==> src/rtl/seven_seg_scan_decoder_pkg.sv <==
// Shared 7-segment pattern and BCD code constants for the encoder and scan decoder.
// Latency: n/a (constants only).
// Backpressure: n/a.
package seven_seg_pkg;

    // Segment patterns in {a,b,c,d,e,f,g} order, bit6 = a, active-high
    localparam logic [6:0] SEG_0     = 7'b1111110;
    localparam logic [6:0] SEG_1     = 7'b0110000;
    localparam logic [6:0] SEG_2     = 7'b1101101;
    localparam logic [6:0] SEG_3     = 7'b1111001;
    localparam logic [6:0] SEG_4     = 7'b0110011;
    localparam logic [6:0] SEG_5     = 7'b1011011;
    localparam logic [6:0] SEG_6     = 7'b1011111;
    localparam logic [6:0] SEG_7     = 7'b1110000;
    localparam logic [6:0] SEG_8     = 7'b1111111;
    localparam logic [6:0] SEG_9     = 7'b1110011;
    localparam logic [6:0] SEG_BLANK = 7'b0000000;

    // Non-decimal BCD codes for a dark digit and an unrecognised pattern
    localparam logic [3:0] BCD_BLANK = 4'hF;
    localparam logic [3:0] BCD_ERR   = 4'hE;

endpackage

==> src/rtl/seven_seg_scan_decoder_pattern_decode.sv <==
// Maps one 7-segment pattern back to its BCD digit, flagging illegal patterns.
// Latency: purely combinational.
// Backpressure: none.
module seg7_pattern_decode
    import seven_seg_pkg::*;
(
    input  logic [6:0] seg,
    output logic [3:0] bcd,
    output logic       err
);

    // Table lookup; anything not in the table is reported as an error digit
    always_comb begin
        bcd = BCD_ERR;
        err = 1'b1;
        case (seg)
            SEG_0:     begin bcd = 4'd0;      err = 1'b0; end
            SEG_1:     begin bcd = 4'd1;      err = 1'b0; end
            SEG_2:     begin bcd = 4'd2;      err = 1'b0; end
            SEG_3:     begin bcd = 4'd3;      err = 1'b0; end
            SEG_4:     begin bcd = 4'd4;      err = 1'b0; end
            SEG_5:     begin bcd = 4'd5;      err = 1'b0; end
            SEG_6:     begin bcd = 4'd6;      err = 1'b0; end
            SEG_7:     begin bcd = 4'd7;      err = 1'b0; end
            SEG_8:     begin bcd = 4'd8;      err = 1'b0; end
            SEG_9:     begin bcd = 4'd9;      err = 1'b0; end
            SEG_BLANK: begin bcd = BCD_BLANK; err = 1'b0; end
            default:   begin bcd = BCD_ERR;   err = 1'b1; end
        endcase
    end

endmodule

==> src/rtl/seven_seg_scan_decoder.sv <==
// Samples a multiplexed 7-segment bus, debounces each digit dwell and assembles NDIG-digit frames.
// Latency: input stable -> capture SYNC_STAGES+STABLE_CYCLES-1 cycles; last capture -> frame_valid 1 cycle.
// Backpressure: frame held stable until frame_ready; a frame completing while one is pending is dropped with an overrun pulse.
module seven_seg_scan_decoder
    import seven_seg_pkg::*;
#(
    parameter int NDIG          = 4,
    parameter int STABLE_CYCLES = 8,
    parameter int SYNC_STAGES   = 2
) (
    input  logic                clk,
    input  logic                rst_n,
    input  logic [6:0]          seg_in,
    input  logic [NDIG-1:0]     dig_sel,
    output logic [4*NDIG-1:0]   frame_bcd,
    output logic [NDIG-1:0]     frame_err,
    output logic                frame_valid,
    input  logic                frame_ready,
    output logic                overrun
);

    localparam int CW = $clog2(STABLE_CYCLES + 1);

    logic [SYNC_STAGES-1:0][6:0]      seg_sync;
    logic [SYNC_STAGES-1:0][NDIG-1:0] sel_sync;
    logic [6:0]        s_seg;
    logic [NDIG-1:0]   s_sel;
    logic [6:0]        prev_seg;
    logic [NDIG-1:0]   prev_sel;
    logic [CW-1:0]     cnt;
    logic [CW-1:0]     cnt_nxt;
    logic              changed;
    logic              onehot;
    logic [NDIG-1:0]   cap_new;
    logic [NDIG-1:0]   captured;
    logic [4*NDIG-1:0] shadow_bcd;
    logic [NDIG-1:0]   shadow_err;
    logic [3:0]        dec_bcd;
    logic              dec_err;
    logic              frame_done;
    logic              load;

    assign s_seg = seg_sync[SYNC_STAGES-1];
    assign s_sel = sel_sync[SYNC_STAGES-1];

    seg7_pattern_decode u_decode (
        .seg (s_seg),
        .bcd (dec_bcd),
        .err (dec_err)
    );

    // Synchronise the display bus and remember last cycle's sample for change detection
    always_ff @(posedge clk or negedge rst_n) begin
        if (!rst_n) begin
            seg_sync <= '0;
            sel_sync <= '0;
            prev_seg <= '0;
            prev_sel <= '0;
        end else begin
            seg_sync <= {seg_sync[SYNC_STAGES-2:0], seg_in};
            sel_sync <= {sel_sync[SYNC_STAGES-2:0], dig_sel};
            prev_seg <= s_seg;
            prev_sel <= s_sel;
        end
    end

    // Stability count for the sample being looked at now; capture fires exactly once
    // per dwell, on the STABLE_CYCLES-th identical sample
    always_comb begin
        changed = (s_seg != prev_seg) || (s_sel != prev_sel);
        onehot  = (s_sel != '0) && ((s_sel & (s_sel - NDIG'(1))) == '0);
        cnt_nxt = cnt;
        if (changed || !onehot) begin
            cnt_nxt = '0;
        end else if (cnt != CW'(STABLE_CYCLES)) begin
            cnt_nxt = cnt + CW'(1);
        end
        cap_new = '0;
        if (onehot && (cnt_nxt == CW'(STABLE_CYCLES - 1))) begin
            cap_new = s_sel & ~captured;
        end
        frame_done = &captured;
        load       = frame_done && (!frame_valid || frame_ready);
    end

    // Saturating stability counter
    always_ff @(posedge clk or negedge rst_n) begin
        if (!rst_n) begin
            cnt <= '0;
        end else begin
            cnt <= cnt_nxt;
        end
    end

    // Shadow slots: first capture per position wins until the frame completes
    always_ff @(posedge clk or negedge rst_n) begin
        if (!rst_n) begin
            captured   <= '0;
            shadow_bcd <= '0;
            shadow_err <= '0;
        end else begin
            for (int i = 0; i < NDIG; i++) begin
                if (cap_new[i]) begin
                    shadow_bcd[4*i +: 4] <= dec_bcd;
                    shadow_err[i]        <= dec_err;
                end
            end
            if (frame_done) begin
                captured <= '0;
            end else begin
                captured <= captured | cap_new;
            end
        end
    end

    // Output register: load a finished frame if the slot is free or draining this cycle
    always_ff @(posedge clk or negedge rst_n) begin
        if (!rst_n) begin
            frame_bcd   <= '0;
            frame_err   <= '0;
            frame_valid <= 1'b0;
            overrun     <= 1'b0;
        end else begin
            overrun <= frame_done && !load;
            if (load) begin
                frame_bcd   <= shadow_bcd;
                frame_err   <= shadow_err;
                frame_valid <= 1'b1;
            end else if (frame_valid && frame_ready) begin
                frame_valid <= 1'b0;
            end
        end
    end

endmodule

==> config.mk <==
export PLATFORM = sky130hd
export DESIGN_NAME = seven_seg_scan_decoder
export DESIGN_NICKNAME = d
export VERILOG_FILES = /design/src/rtl/seven_seg_scan_decoder_pkg.sv /design/src/rtl/seven_seg_scan_decoder_pattern_decode.sv /design/src/rtl/seven_seg_scan_decoder.sv
export SDC_FILE = /design/constraint.sdc
export NUM_CORES = 1
export LEC_CHECK = 0
export ABC_AREA = 1
export BUFFER_PORTS_ARGS = -buffer_cell sky130_fd_sc_hd__buf_4
export CELL_PAD_IN_SITES_DETAIL_PLACEMENT = 1
export CELL_PAD_IN_SITES_GLOBAL_PLACEMENT = 1
export CORE_MARGIN = 2
export CORE_UTILIZATION = 45
export DETAILED_ROUTE_END_ITERATION = 7
export MAX_ROUTING_LAYER = met4
export PLACE_DENSITY_LB_ADDON = 0.1
export REMOVE_ABC_BUFFERS = 1
export SLEW_MARGIN = 20
export SYNTH_ARGS = -nofsm -noshare
export SYNTH_HDL_FRONTEND = slang
export SYNTH_SLANG_ARGS = --single-unit
==> constraint.sdc <==
create_clock -name clk -period 2.1 [get_ports clk]
set_clock_uncertainty 0.15 [all_clocks]
set_input_delay 0.525 -clock clk [delete_from_list [all_inputs] [get_ports clk]]
set_output_delay 0.525 -clock clk [all_outputs]
set_load 0.02 [all_outputs]
* Word-level counts from Yosys, hierarchy flattened
Cells that the tools add are included.
** Storage, ports and cells
- Input port bits :: 14
- ROM bits :: 0
- Bits in registers :: 83
- Memories :: 0
- Bits in writable memories :: 0
- Logic and storage cells :: 65
- Latch bits :: 0
- Output and inout port bits :: 22
** Cells by class
- Shift-type cells :: 0
- Reduce and logical (&&, ||, !) cells :: 17
- Div/mod/pow operators :: 0
- Equal/unequal tests :: 14
- Bitwise gates (word level) :: 4
- $lt $le $gt $ge :: 0
- $add $sub $neg :: 2
- Multipliers :: 0
- Muxes and demuxes :: 8
** Operators with widths (number)
- 7-bit equality test, second input constant :: 8
- 4-bit case mux with 11 select lines :: 1
- 4-bit 2-to-1 mux :: 4
- 7-bit by 6-bit equality test with 1-bit output, second input constant :: 2
- 11-bit OR reduction :: 1
- 4-bit AND :: 2
- 7-bit logical NOT :: 1
- 7-bit != test :: 1
- 1-bit logical AND :: 5
- 4-bit by 1-bit adder with 4-bit output, second input constant :: 1
- 4-bit by 3-bit equality test with 1-bit output, second input constant :: 1
- 4-bit logical NOT :: 1
- 4-bit != test :: 1
- 4-bit != test, second input constant :: 1
- 4-bit NOT :: 1
- 4-bit bitwise OR :: 1
- 4-bit AND reduction :: 1
- 4-bit nonzero test :: 1
- 4-bit by 1-bit subtractor with 4-bit output, second input constant :: 1
- 1-bit logical NOT :: 3
- 1-bit logical OR :: 3
- 1-bit 2-to-1 mux :: 3
- 2-bit nonzero test :: 1

* Logic depth before layout (Yosys ltp)
- Depth after elaboration :: 12
- Mapped depth :: 12
- Gate-level depth less buffers :: 11

* Modules after synthesis
A second synthesis with hierarchy kept.
** Unflattened totals
- Cell total of the unflattened synthesis :: 344
- Area, all modules :: 3405.8 um2
** By module, submodules not included
- seven_seg_scan_decoder :: instances 1, cells an instance 286, seq. area each 2077.0 um2, area each 3150.5 um2
- seg7_pattern_decode :: instances 1, cells an instance 58, seq. area each 0.0 um2, area each 255.2 um2

* Worst setup path after synthesis
Ideal clock, no wire load.
- Kind :: register -> register
- Start :: reg sel_sync (netlist bit s_sel[1])
- End :: reg shadow_bcd[11]
- Setup slack :: 0.353 ns
- Stages on the path, launching flop included :: 12
- Arrival time :: 1.479 ns
- Setup time :: 0.117 ns
- Path buffers :: 1
- Period minus slack after synthesis :: 1.747 ns
- Data required time :: 1.833 ns
- Path through :: dfrtp_1 > buf_4 > nand2_1 > nand2_1 > nor2_1 > nand2_1 > nor2_1 > nand3_2 > nor2_4 > nand3_1 > nand2_1 > nand2_1
** Between the ends
- Cells in the longest elaborated chain, start to end :: 10
** RTL lines
- start: declaration :: line seven_seg_scan_decoder.sv:25 : logic [SYNC_STAGES-1:0][NDIG-1:0] sel_sync;
- start signal: assignment :: line seven_seg_scan_decoder.sv:61 : sel_sync <= {sel_sync[SYNC_STAGES-2:0], dig_sel};
- 4-bit by 1-bit subtractor with 4-bit output :: line seven_seg_scan_decoder.sv:71 : onehot = (s_sel != '0) && ((s_sel & (s_sel - NDIG'(1))) == '0);
- 4-bit AND :: line seven_seg_scan_decoder.sv:71
- 4-bit logical NOT :: line seven_seg_scan_decoder.sv:71
- 1-bit logical AND :: line seven_seg_scan_decoder.sv:71
- 1-bit logical NOT :: line seven_seg_scan_decoder.sv:73 : if (changed || !onehot) begin
- 1-bit logical OR :: line seven_seg_scan_decoder.sv:73
- 4-bit 2-to-1 mux :: line seven_seg_scan_decoder.sv:73
- 4-bit by 3-bit equality test with 1-bit output :: line seven_seg_scan_decoder.sv:79 : if (onehot && (cnt_nxt == CW'(STABLE_CYCLES - 1))) begin
- 1-bit logical AND (*) :: line seven_seg_scan_decoder.sv:79
- 4-bit 2-to-1 mux (*) :: line seven_seg_scan_decoder.sv:79
- end signal: assignment :: line seven_seg_scan_decoder.sv:99 : shadow_bcd <= '0;
- end signal: indexed assignment :: line seven_seg_scan_decoder.sv:104 : shadow_bcd[4*i +: 4] <= dec_bcd;
- end: declaration :: line seven_seg_scan_decoder.sv:36 : logic [4*NDIG-1:0] shadow_bcd;
Mark *: on every way between the ends. The rest lies on a longest branch, timed or not.
A chain may end at the register's enable or synchronous reset.

* Worst setup path after layout
- Start :: reg cnt[0]
- End :: reg captured[2]
** Between the ends
- Cells in the longest elaborated chain, start to end :: 8
** RTL lines
- start: declaration :: line seven_seg_scan_decoder.sv:30 : logic [CW-1:0] cnt;
- start signal: assignment :: line seven_seg_scan_decoder.sv:91 : cnt <= cnt_nxt;
- 4-bit by 1-bit adder with 4-bit output / 4-bit != test (equally long branches) :: line seven_seg_scan_decoder.sv:76, seven_seg_scan_decoder.sv:75
- 4-bit 2-to-1 mux (*) :: line seven_seg_scan_decoder.sv:75 : end else if (cnt != CW'(STABLE_CYCLES)) begin
- 4-bit 2-to-1 mux (*) :: line seven_seg_scan_decoder.sv:73
- 4-bit by 3-bit equality test with 1-bit output (*) :: line seven_seg_scan_decoder.sv:79
- 1-bit logical AND (*) :: line seven_seg_scan_decoder.sv:79
- 4-bit 2-to-1 mux (*) :: line seven_seg_scan_decoder.sv:79
- 4-bit bitwise OR (*) :: line seven_seg_scan_decoder.sv:111 : captured <= captured | cap_new;
- 4-bit 2-to-1 mux (*) :: line seven_seg_scan_decoder.sv:108 : if (frame_done) begin
- end signal: assignment :: line seven_seg_scan_decoder.sv:111
- end: declaration :: line seven_seg_scan_decoder.sv:35 : logic [NDIG-1:0] captured;
Marked as above.

==> summary.md <==
| Metric | Value |
|---|---|
| Status | `finished clean` |
| Cell Chain, Critical Path | `inv_2 > ha_1 > nand2_1 > nor2_1 > nor2_1 > nand4_1 > buf_6 > nor2_4 > buf_12 > buf_6 > nand2_1 > a21oi_1` |
| Drt first pass iters | `4` |
| Startpoint of the worst hold path | `dig_sel[1]` |
| RR Startpoint | `cnt[0]` |
| Fin util | `58.3%` |
| Die W | `90.7 µm` |
| Reg2reg setup slack | `between 0.08 and 0.09 ns` |
| Final Hold Fails | `0` |
| IO buf count | `35` |
| Synth Register Bits | `83` |
| Clock transition at path regs | `0.09 ns` |
| Relative slew margins | `72.0%` |
| Commonest non-fill, non-tap cell in the layout | `nand2_1` |
| Via count | `2,555` |
| H-tree Lvls | `3` |
| FILL cells | `833` |
| Die Y | `just over 90 µm` |
| HP Class | `in -> reg` |
| Row Count | `31` |
| Final setup fails | `0` |
| Min Hold Slack | `0.107 ns` |
| Global-route wire length before repair | `12.7 mm` |
| # DRC | `0` |
| Area Growth Syn to Fin | `24.8%` |
| Overall power | `2.90 mW` |
| Via density | `about 5` |
| Slew Limit Fails | `0` |
| DP Worst Slack | `0.00520 ns` |
| Layout Nets | `427` |
| Layout cells sized above 1 | `27.2%` |
| Max-cap violation count | `0` |
| Leak pwr | `2.31 nW` |
| CTS max path bufs | `2` |
| Unrepaired setup endpoints after global routing | `yes` |
| CTS tree | `done` |
| Worst-skew pair later-pin latency | `0.37 ns` |
| Area occupied by multi-input gates | `between 1000 and 1500 µm²` |
| Reg2reg path depth | `12` |
| Total gr overflow | `0` |
| Clock sink count | `83` |
| Antenna violations before repair | `0` |
| Most frequent cells in the layout | `nand2_1 (107), dfrtp_1 (83), buf_4 (56), inv_1 (36), nor2_1 (30)` |
| R2R Path End | `captured[2]` |
| Crit start category | `register` |
| Placeable core area | `7250 µm²` |
| HPWL Detailed | `roughly 5.4 mm` |
| Post-DRT Antenna Nets | `0` |
| GRT Util Overall | `20.3%` |
| WP buf/inv | `4` |
| Synth Warn # | `0` |
| Gpl congestion | `0.869` |
| Cell Pwr Density | `a little under 700 nW/µm²` |
| Fin worst setup slack | `around 0.082 ns` |
| Cell Area, Synth | `3380 µm²` |
| Dpl cells | `just under 500` |
| # diodes | `0` |
| Max incr delay on CP | `just over 0.4 ns` |
| Initial Utilization | `between 40% and 50%` |
| Clock buffer count from CTS | `9` |
| Sequential share of the synthesized area | `61.4%` |
| Setup CP Type | `reg -> reg` |
| Mapped Cells | `~340` |
| Wire length per cell | `15.2 µm` |
| Family with the most delay on the worst path | `simple AND/OR/NAND/NOR gates` |
| Final cell count without fillers | `515` |
| Worst slew pin tran | `0.420 ns` |
| Cell variety after synth | `21` |
| Required time of the critical path | `2.23 ns` |
| Die area | `8230 µm²` |
| Crit Path Max Fanout | `6` |
| Register Area | `2080 µm²` |
| I/O pin cnt | `36` |
| CP endpoint kind | `register` |
| Peak VDD IR | `0.466 mV` |
| Root Buffer | `clkbuf_8` |
| Initial DRC count | `48` |
| Fin crit share | `between 90% and 100%` |
| WHS Path Cells | `1` |
| WL final | `~8 mm` |
| CP arrival | `2.15 ns` |
| Final Critical Period | `2.02 ns` |
| Worst Hold End | `sel_sync[1]` |
| Vias in the first global route | `between 2,000 and 3,000` |
| F_max | `0.496 GHz` |
| Largest net degree at the start of global routing | `31` |
| Syn_area_per_cell | `9.84 µm²` |
| Critical path's slowest cell | `dfrtp_1` |
## worst max-delay path by stage
stage | endpoint | from | cells after the start | slack, ns
finish | captured[2] | cnt[0] | 12 | 0.08
global route | captured[2] | cnt[0] | 12 | -0.10
CTS | shadow_bcd[7] | cnt[0] | 10 | 0.01
detailed placement | shadow_bcd[1] | cnt[0] | 10 | 0.005
global placement | shadow_bcd[15] | cnt[0] | 10 | 0.07
floorplan | shadow_bcd[0] | s_sel[1] | 11 | 0.12
## metal layers
| layer | GRT usage [%] | vias up | share of wire (%) |
|---|---|---|---|
| met5 | - | - | 0 |
| met2 | 32.8 | 37 | 51 |
| met1 | 25.2 | 1276 | 44 |
| li1 | - | 1231 | - |
| met4 | 7.95 | 0 | 1.5 |
| met3 | 4.09 | 11 | 2.9 |
## Yosys cell counts, drive strengths merged
library cell  instances  area (µm²)
a21oi                 6        30.0
buf                   8        62.6
dfrtp                83        2080
ha                    2        25.0
inv                  41         154
mux2                 20         225
nand2               107         402
nand3                15        80.1
nand4                21         131
nor2                 34         135
nor3                  1        5.00
nor4                  1        21.3
o21ai                 2        10.0
xnor2                 1        8.76
xor2                  2        17.5
## stage by stage
step | setup TNS [ns] | area [µm²]
finish | 0 | 4230
global route | -0.424 | 4230
CTS | 0 | 4080
detailed placement | 0 | 3880
global placement | 0 | 3880
floorplan | 0 | 3320
## state kept, by name (all words and copies together) (netlist names)
register and count:
s_seg 7, overrun 1, shadow_bcd 16, prev_sel 4, frame_err 4, sel_sync 4
prev_seg 7, shadow_err 4, frame_bcd 16, captured 4, cnt 4, seg_sync 7
frame_valid 1, s_sel 4
## cell type report
class / instances / share of cell area [%]
clock inverter: 6 / 1.13
tap: 99 / 2.93
sequential: 83 / 49.2
multi-input combinational: 213 / 27.3
inverter: 41 / 3.64
timing repair buffer: 63 / 12.6
clock buffer: 10 / 3.26
## logic make-up (layout without fill, tap and decap cells)
logic type      after synthesis  after routing  share of synthesized area, %
mux                          20             20                          6.65
compound gates                8              8                          1.18
flops                        83             83                          61.4
fa+ha+maj                     2              2                         0.739
simple gates                179            180                          22.9
xor+xnor                      3              3                         0.776
buf+inv                      49            120                          6.40
## where the power goes
group          switching, mW  internal [mW]
clock                  0.612          0.472
combinational         0.0990         0.0589
sequential            0.0243           1.63
total                  0.736           2.16
## timing repair
item	4_1_cts	5_1_grt
hold endpoints to repair	28	0
pin swaps	1	4
gates resized for setup	0	16
buffers inserted	0	8
hold buffers	1	0
setup endpoints to repair	7	22
cloned	0	2
(Power assumes the default switching activity.)
